**config.mk**
```make
export PLATFORM = sky130hd
export DESIGN_NAME = serial_frame_tx_flat
export DESIGN_NICKNAME = d
export VERILOG_FILES = /design/src/rtl/serial_frame_tx_pkg.sv /design/src/rtl/serial_frame_tx_if.sv /design/src/rtl/serial_frame_shreg.sv /design/src/rtl/serial_frame_tx.sv /design/src/flat_wrapper.sv
export SDC_FILE = /design/constraint.sdc
export NUM_CORES = 1
export LEC_CHECK = 0
export ABC_AREA = 1
export CORE_ASPECT_RATIO = 0.75
export CORE_MARGIN = 2
export CORE_UTILIZATION = 45
export DETAILED_ROUTE_END_ITERATION = 10
export PLACE_DENSITY = 0.82
export SLEW_MARGIN = 40
export SYNTH_ARGS = -nofsm -noshare
export SYNTH_HDL_FRONTEND = slang
export SYNTH_SLANG_ARGS = --single-unit
export TNS_END_PERCENT = 30
```
**constraint.sdc**
```tcl
create_clock -name clk -period 1.3 [get_ports clk]
set_input_delay 0.195 -clock clk [delete_from_list [all_inputs] [get_ports clk]]
set_output_delay 0.195 -clock clk [all_outputs]
set_load 0.005 [all_outputs]
```
**src/rtl/serial_frame_tx_pkg.sv**
```systemverilog
// Shared encodings for the serial frame transmitter and its detector-side peers.
// The optional parity bit is enabled by SERIAL_FRAME_TX_PARITY_EN.
package serial_frame_pkg;

  localparam int STATE_W = 3;

  localparam logic [STATE_W-1:0] ST_IDLE   = 3'd0;
  localparam logic [STATE_W-1:0] ST_START  = 3'd1;
  localparam logic [STATE_W-1:0] ST_DATA   = 3'd2;
  localparam logic [STATE_W-1:0] ST_PARITY = 3'd3;
  localparam logic [STATE_W-1:0] ST_STOP   = 3'd4;

  // Line levels; the detector FSMs key on these same values.
  localparam logic START_BIT  = 1'b1;
  localparam logic STOP_BIT   = 1'b0;
  localparam logic IDLE_LEVEL = 1'b0;

  typedef enum logic [STATE_W-1:0] {
    IDLE   = ST_IDLE,
    START  = ST_START,
    DATA   = ST_DATA,
    PARITY = ST_PARITY,
    STOP   = ST_STOP
  } state_e;

  // Registered Moore outputs, computed together from the next state.
  typedef struct packed {
    logic dout;
    logic busy;
    logic ready;
  } tx_out_t;

  function automatic int cnt_w(input int w);
    return (w < 2) ? 1 : $clog2(w);
  endfunction

endpackage

```
**src/rtl/serial_frame_tx_if.sv**
```systemverilog
// Parallel-in / serial-out bus of the frame transmitter.
// The slave modport is the transmitter side; the master is the word producer.
interface serial_frame_tx_if #(
  parameter int DATA_W = 8
);
  logic              din_valid;
  logic [DATA_W-1:0] din_data;
  logic              din_ready;
  logic              dout;
  logic              busy;

  modport master (
    output din_valid, din_data,
    input  din_ready, dout, busy
  );

  modport slave (
    input  din_valid, din_data,
    output din_ready, dout, busy
  );
endinterface

```
**src/rtl/serial_frame_shreg.sv**
```systemverilog
// DATA_W-bit load / shift-left register feeding the serial line MSB-first.
// Load has priority over shift; async active-low clear.
module serial_frame_shreg #(
  parameter int DATA_W = 8
) (
  input  logic              i_clk,
  input  logic              i_rst_n,
  input  logic              i_load,
  input  logic              i_shift,
  input  logic [DATA_W-1:0] i_data,
  output logic              o_msb
);

  logic [DATA_W-1:0] r_q;

  always_ff @(posedge i_clk or negedge i_rst_n) begin
    if (!i_rst_n)     r_q <= '0;
    else if (i_load)  r_q <= i_data;
    else if (i_shift) r_q <= {r_q[DATA_W-2:0], 1'b0};
  end

  assign o_msb = r_q[DATA_W-1];

endmodule

```
**src/rtl/serial_frame_tx.sv**
```systemverilog
// Framed bit-serial transmitter: start bit, data MSB-first, optional even parity
// (SERIAL_FRAME_TX_PARITY_EN), stop bit. All outputs are registered Moore outputs.
module serial_frame_tx
  import serial_frame_pkg::*;
#(
  parameter int DATA_W = 8
) (
  input  logic             clk,
  input  logic             rst,
  serial_frame_tx_if.slave bus
);

  localparam int              CNT_W    = cnt_w(DATA_W);
  localparam logic [CNT_W-1:0] LAST_CNT = CNT_W'(DATA_W - 1);

  state_e           r_state, w_state_nxt;
  logic [CNT_W-1:0] r_cnt, w_cnt_nxt;
  tx_out_t          r_out, w_out_nxt;
  logic             w_load, w_shift, w_msb, w_accept;

  serial_frame_shreg #(.DATA_W(DATA_W)) u_shreg (
    .i_clk   (clk),
    .i_rst_n (rst),
    .i_load  (w_load),
    .i_shift (w_shift),
    .i_data  (bus.din_data),
    .o_msb   (w_msb)
  );

  // din_ready is registered, so accepting only depends on the flop and din_valid.
  assign w_accept = bus.din_valid && r_out.ready;

`ifdef SERIAL_FRAME_TX_PARITY_EN
  logic r_par;

  always_ff @(posedge clk or negedge rst) begin
    if (!rst)        r_par <= 1'b0;
    else if (w_load) r_par <= ^bus.din_data;
  end
`endif

  always_ff @(posedge clk or negedge rst) begin
    if (!rst) begin
      r_state <= IDLE;
      r_cnt   <= '0;
      r_out   <= '0;
    end else begin
      r_state <= w_state_nxt;
      r_cnt   <= w_cnt_nxt;
      r_out   <= w_out_nxt;
    end
  end

  // Outputs are decoded from the next state, so each bit appears on the line
  // during the cycle that state occupies.
  always_comb begin
    w_state_nxt     = r_state;
    w_cnt_nxt       = r_cnt;
    w_load          = 1'b0;
    w_shift         = 1'b0;
    w_out_nxt.dout  = IDLE_LEVEL;
    w_out_nxt.busy  = 1'b1;
    w_out_nxt.ready = 1'b0;

    case (r_state)
      IDLE: begin
        if (w_accept) begin
          w_state_nxt    = START;
          w_load         = 1'b1;
          w_out_nxt.dout = START_BIT;
        end else begin
          w_out_nxt.busy  = 1'b0;
          w_out_nxt.ready = 1'b1;
        end
      end

      START: begin
        w_state_nxt    = DATA;
        w_cnt_nxt      = '0;
        w_out_nxt.dout = w_msb;
        w_shift        = 1'b1;
      end

      // The MSB already went out on leaving START; DATA emits the remaining bits.
      DATA: begin
        if (r_cnt == LAST_CNT) begin
`ifdef SERIAL_FRAME_TX_PARITY_EN
          w_state_nxt    = PARITY;
          w_out_nxt.dout = r_par;
`else
          w_state_nxt    = STOP;
          w_out_nxt.dout = STOP_BIT;
`endif
        end else begin
          w_out_nxt.dout = w_msb;
          w_shift        = 1'b1;
          w_cnt_nxt      = r_cnt + 1'b1;
        end
      end

`ifdef SERIAL_FRAME_TX_PARITY_EN
      PARITY: begin
        w_state_nxt    = STOP;
        w_out_nxt.dout = STOP_BIT;
      end
`endif

      STOP: begin
        w_state_nxt     = IDLE;
        w_cnt_nxt       = '0;
        w_out_nxt.busy  = 1'b0;
        w_out_nxt.ready = 1'b1;
      end

      default: begin
        w_state_nxt     = IDLE;
        w_cnt_nxt       = '0;
        w_out_nxt.busy  = 1'b0;
        w_out_nxt.ready = 1'b1;
      end
    endcase
  end

  assign bus.dout      = r_out.dout;
  assign bus.busy      = r_out.busy;
  assign bus.din_ready = r_out.ready;

endmodule

```
**src/flat_wrapper.sv**
```systemverilog
// flat-port wrapper written by rule: the top's interface ports become plain ports
module serial_frame_tx_flat import serial_frame_pkg::*;
#(
  parameter int DATA_W = 8
)
  (clk, rst, bus_din_valid, bus_din_data, bus_din_ready, bus_dout, bus_busy);
  serial_frame_tx_if #(.DATA_W(DATA_W)) bus_i ();
  input  logic clk;
  input  logic rst;
  input wire logic [$bits(bus_i.din_valid)-1:0] bus_din_valid;
  input wire logic [$bits(bus_i.din_data)-1:0] bus_din_data;
  output wire logic [$bits(bus_i.din_ready)-1:0] bus_din_ready;
  output wire logic [$bits(bus_i.dout)-1:0] bus_dout;
  output wire logic [$bits(bus_i.busy)-1:0] bus_busy;
  assign bus_i.din_valid = bus_din_valid;
  assign bus_i.din_data = bus_din_data;
  assign bus_din_ready = bus_i.din_ready;
  assign bus_dout = bus_i.dout;
  assign bus_busy = bus_i.busy;
  serial_frame_tx #(.DATA_W(DATA_W)) u_core (.clk(clk), .rst(rst), .bus(bus_i));
endmodule
```
==> summary.md <==
| Metric | Value |
|---|---|
| Final setup viols | 10 |
| Mapped Cells | 96 |
| Crit path setup slack, layout | -0.0716 ns |
| Global-route track usage on met3 | 0.0547 |
| DRT Wirelength | 2070 um |
| Clock power share | 0.108 |
| Leakage | 0.612 nW |
| CP max-delay cell | dfrtp_1 |
| Yosys Warn Count | 0 |
| Slew margin rel. | 0.840 |
| Global route overflow | 0 |
| Failing checks | negative setup slack |
| First-pass DRT Iterations | 4 |
| Routability cong. | 0.810 |
| Fmax achieved | 729 MHz |
| Min cycle time layout | 1.37 ns |
| Crit start category | register |
| Status | complete, but fails checks |
| Cell area after placement | 0.00109 mm^2 |
| Critical Path Fanout Max | 5 |
| Number of library cell types mapped by synthesis | 18 |
| DRC | 0 |
| ANT cells | 0 |
| Finished Cell Area | 0.00118 mm^2 |
| Global-route met1 utilization | 0.306 |
| Sink Count | 17 |
| GR Util All Layers | 0.220 |
| Max clock buf depth | 2 |
| Most frequent cells in the layout | nand2_1 (35), dfrtp_1 (17), buf_4 (15), nand4_1 (14), clkdlybuf4s50_1 (10) |
| Synthesized cell area | 833 um^2 |
| Area of the core | 0.00174 mm^2 |
| Initial core utilization | 0.479 |
| Avg Vias per Cell | 5.21 |
| Cts bufs inserted | 3 |
| Core Rows | 13 |
| Critical path capture point type | register |
| Pint | 1.50 mW |
| Synth Net Count | 109 |
| # IOs | 14 |
| Buffers added on ports | 13 |
| VDD IR max | 1.56 mV |
| DP HPWL | 1410 um |
| Switching power total | 1.07 mW |
| Slew of the pin with the lowest slew margin | 0.239 ns |
| Worst min-delay path class | input port to asynchronous set/reset pin |
| Htree depth | 1 |
| CTS tree | yes |
| Number of max-cap violations | 0 |
| Root Buffer | clkbuf_4 |
| Multiplexer share of the synthesized area | 0.0120 |
| Initial antenna violation count | 0 |
| Synth Area in Compound Gates | 0.0300 |
| Seq cells post-synth | 17 |
| Layout Skew | 0.00430 ns |
| Pins over their slew limit | 0 |
| Ratio of cells with drive above 1 in the final layout | 0.281 |
| RSZ-0062 raised after global routing | yes |
| Die ar. | 0.00222 mm^2 |
| Largest family of logic cells by synthesized area | simple AND/OR/NAND/NOR gates |
| Critical Path Max Stage Delay | 0.41 ns |
| Power share of the combinational group | 0.547 |
| Simple-Gate Fraction of Synth Area | 0.344 |
| Bufs and invs on worst path | 2 |
| DRT iter0 DRCs | 16 |
| Crit path max-delay family | flip-flops |
| CP Class | register to register |
| Syn-to-layout area delta | 41.7% |
| Synth Area per Inst | 8.68 um^2 |
| Post-Synth Adder-Cell Area | 0.0300 |
| Cell Chain, Critical Path | ha_2 > ha_4 > inv_4 > nand3_4 > buf_6 > nand4_1 > nand2_1 |
| Fin Hold WS | 0.221 ns |
| Fin crit share | 1.06 |
| Sequential power share | 0.345 |
| Sw Ratio | 0.416 |
| Final net count | 142 |
| Vias in the first global route | 701 |
| First-pass GRT wire length | 3280 um |
| Final Hold Viols | 0 |
| WP data required | 1.49 ns |
| Most common cell after layout, fill and taps aside | nand2_1 |
| Die Wd | 53.7 um |
| Via count | 781 |
| GR peak layer | met2 |
| PwrDens | 2180 mW/mm^2 |
| Critical path arrival | 1.56 ns |
| Sequential cell area fraction in the yosys report | 0.511 |
| Routed length per instance | 13.8 um |
| ANT nets after route | 0 |
| Largest net degree at the start of global routing | 18 |
| CTS clk-pin slew, worst paths | 0.10 ns |
| Worst-Skew Late Latency | 0.29 ns |
| Grt met2 use | 0.329 |
| Pre-CTS setup slack | -0.124 ns |
| Die H | 41.3 um |
| Synth Area in XOR/XNOR | 0 |
| Total power | 2.57 mW |
| Setup TNS | -0.448 ns |
==> worst reg2reg max path, delay by kind of cell, from the launching register on <==
family / cells / cell delay (ns)
flip-flops: 1 / 0.41
adder cells (fa/ha/maj): 2 / 0.38
AND/OR/NAND/NOR: 3 / 0.27
buffers and inverters: 2 / 0.22
==> worst paths after layout <==
kind / from / end / slack [ns] / depth (start not counted)
max: u_core.r_cnt[0] / u_core.u_shreg.r_q[4] / -0.07 / 7
min: rst / u_core.r_cnt[2] / 0.22 / 2
max reg2reg: u_core.r_cnt[0] / u_core.u_shreg.r_q[4] / -0.07 / 7
min reg2reg: u_core.u_shreg.r_q[0] / u_core.u_shreg.r_q[0] / 0.54 / 2
max in group asynchronous: rst / u_core.u_shreg.r_q[1] / 0.88 / 2
min in group clk: bus_din_data[0] / u_core.u_shreg.r_q[0] / 0.45 / 3
==> through the flow <==
stage | utilization | instances
after floorplan | - | 96
after global placement | 0.625 | 143
after detailed placement | 0.625 | 143
after CTS | 0.662 | 148
after global routing | 0.679 | 150
final | 0.679 | 150
==> area by class of cell <==
type	instances	area, um^2
sequential	17	425
inverter	9	36.3
timing repair buffer	31	273
fill	136	559
tap	22	27.5
multi-input combinational	67	393
clock buffer	4	26.3
==> synth_stat cells <==
| cell | number | area share |
|---|---|---|
| inv_1 | 7 | 0.032 |
| inv_2 | 1 | 0.0045 |
| nand2_2 | 1 | 0.0075 |
| buf_2 | 1 | 0.0060 |
| nand2_1 | 36 | 0.16 |
| nand3b_2 | 1 | 0.014 |
| buf_6 | 2 | 0.027 |
| nor2_1 | 2 | 0.0090 |
| nand3_4 | 1 | 0.021 |
| ha_1 | 2 | 0.030 |
| clkinv_1 | 1 | 0.0045 |
| dfrtp_1 | 17 | 0.51 |
| nor2_2 | 1 | 0.0075 |
| a21oi_1 | 1 | 0.0060 |
| nand4_1 | 14 | 0.11 |
| o21ai_0 | 4 | 0.024 |
| nand3_1 | 3 | 0.018 |
| mux2i_1 | 1 | 0.012 |
==> power by group through the flow <==
stage          Sequential (mW)  Combinational, mW  Clock (mW)
6_report                 0.887               1.41       0.278
5_1_grt                  0.909               1.57       0.314
4_1_cts                  0.879               1.27       0.295
3_5_place_dp             0.871               1.22           0
3_3_place_gp             0.861               1.16           0
2_1_floorplan            0.852              0.748           0
==> kinds of logic (layout without fill, tap and decap cells) <==
| group | count (synthesis) | count (layout) |
|---|---|---|
| buffers and inverters | 12 | 44 |
| adder cells (fa/ha/maj) | 2 | 2 |
| AND/OR/NAND/NOR | 59 | 59 |
| AO/OA/AOI/OAI | 5 | 5 |
| multiplexers | 1 | 1 |
| flip-flops | 17 | 17 |
==> per-layer routing <==
layer,vias to the layer above,routed length [um]
met4,0,23
met2,23,990
met5,-,0
met1,371,955
li1,385,-
met3,2,100
==> repair_timing <==
item | CTS | global route
hold buffers | 0 | 0
resized for setup | 11 | 9
setup buffers | 1 | 2
setup endpoints to repair | 15 | 12
pin swaps | 3 | 9
==> registers in the layout, indices dropped and copies added, names as in the netlist <==
signal,flops
u_core.r_state,3
u_core.u_shreg.r_q,8
u_core.bus.dout,1
u_core.bus.din_ready,1
u_core.r_cnt,3
u_core.bus.busy,1
(Power assumes the default switching activity.)
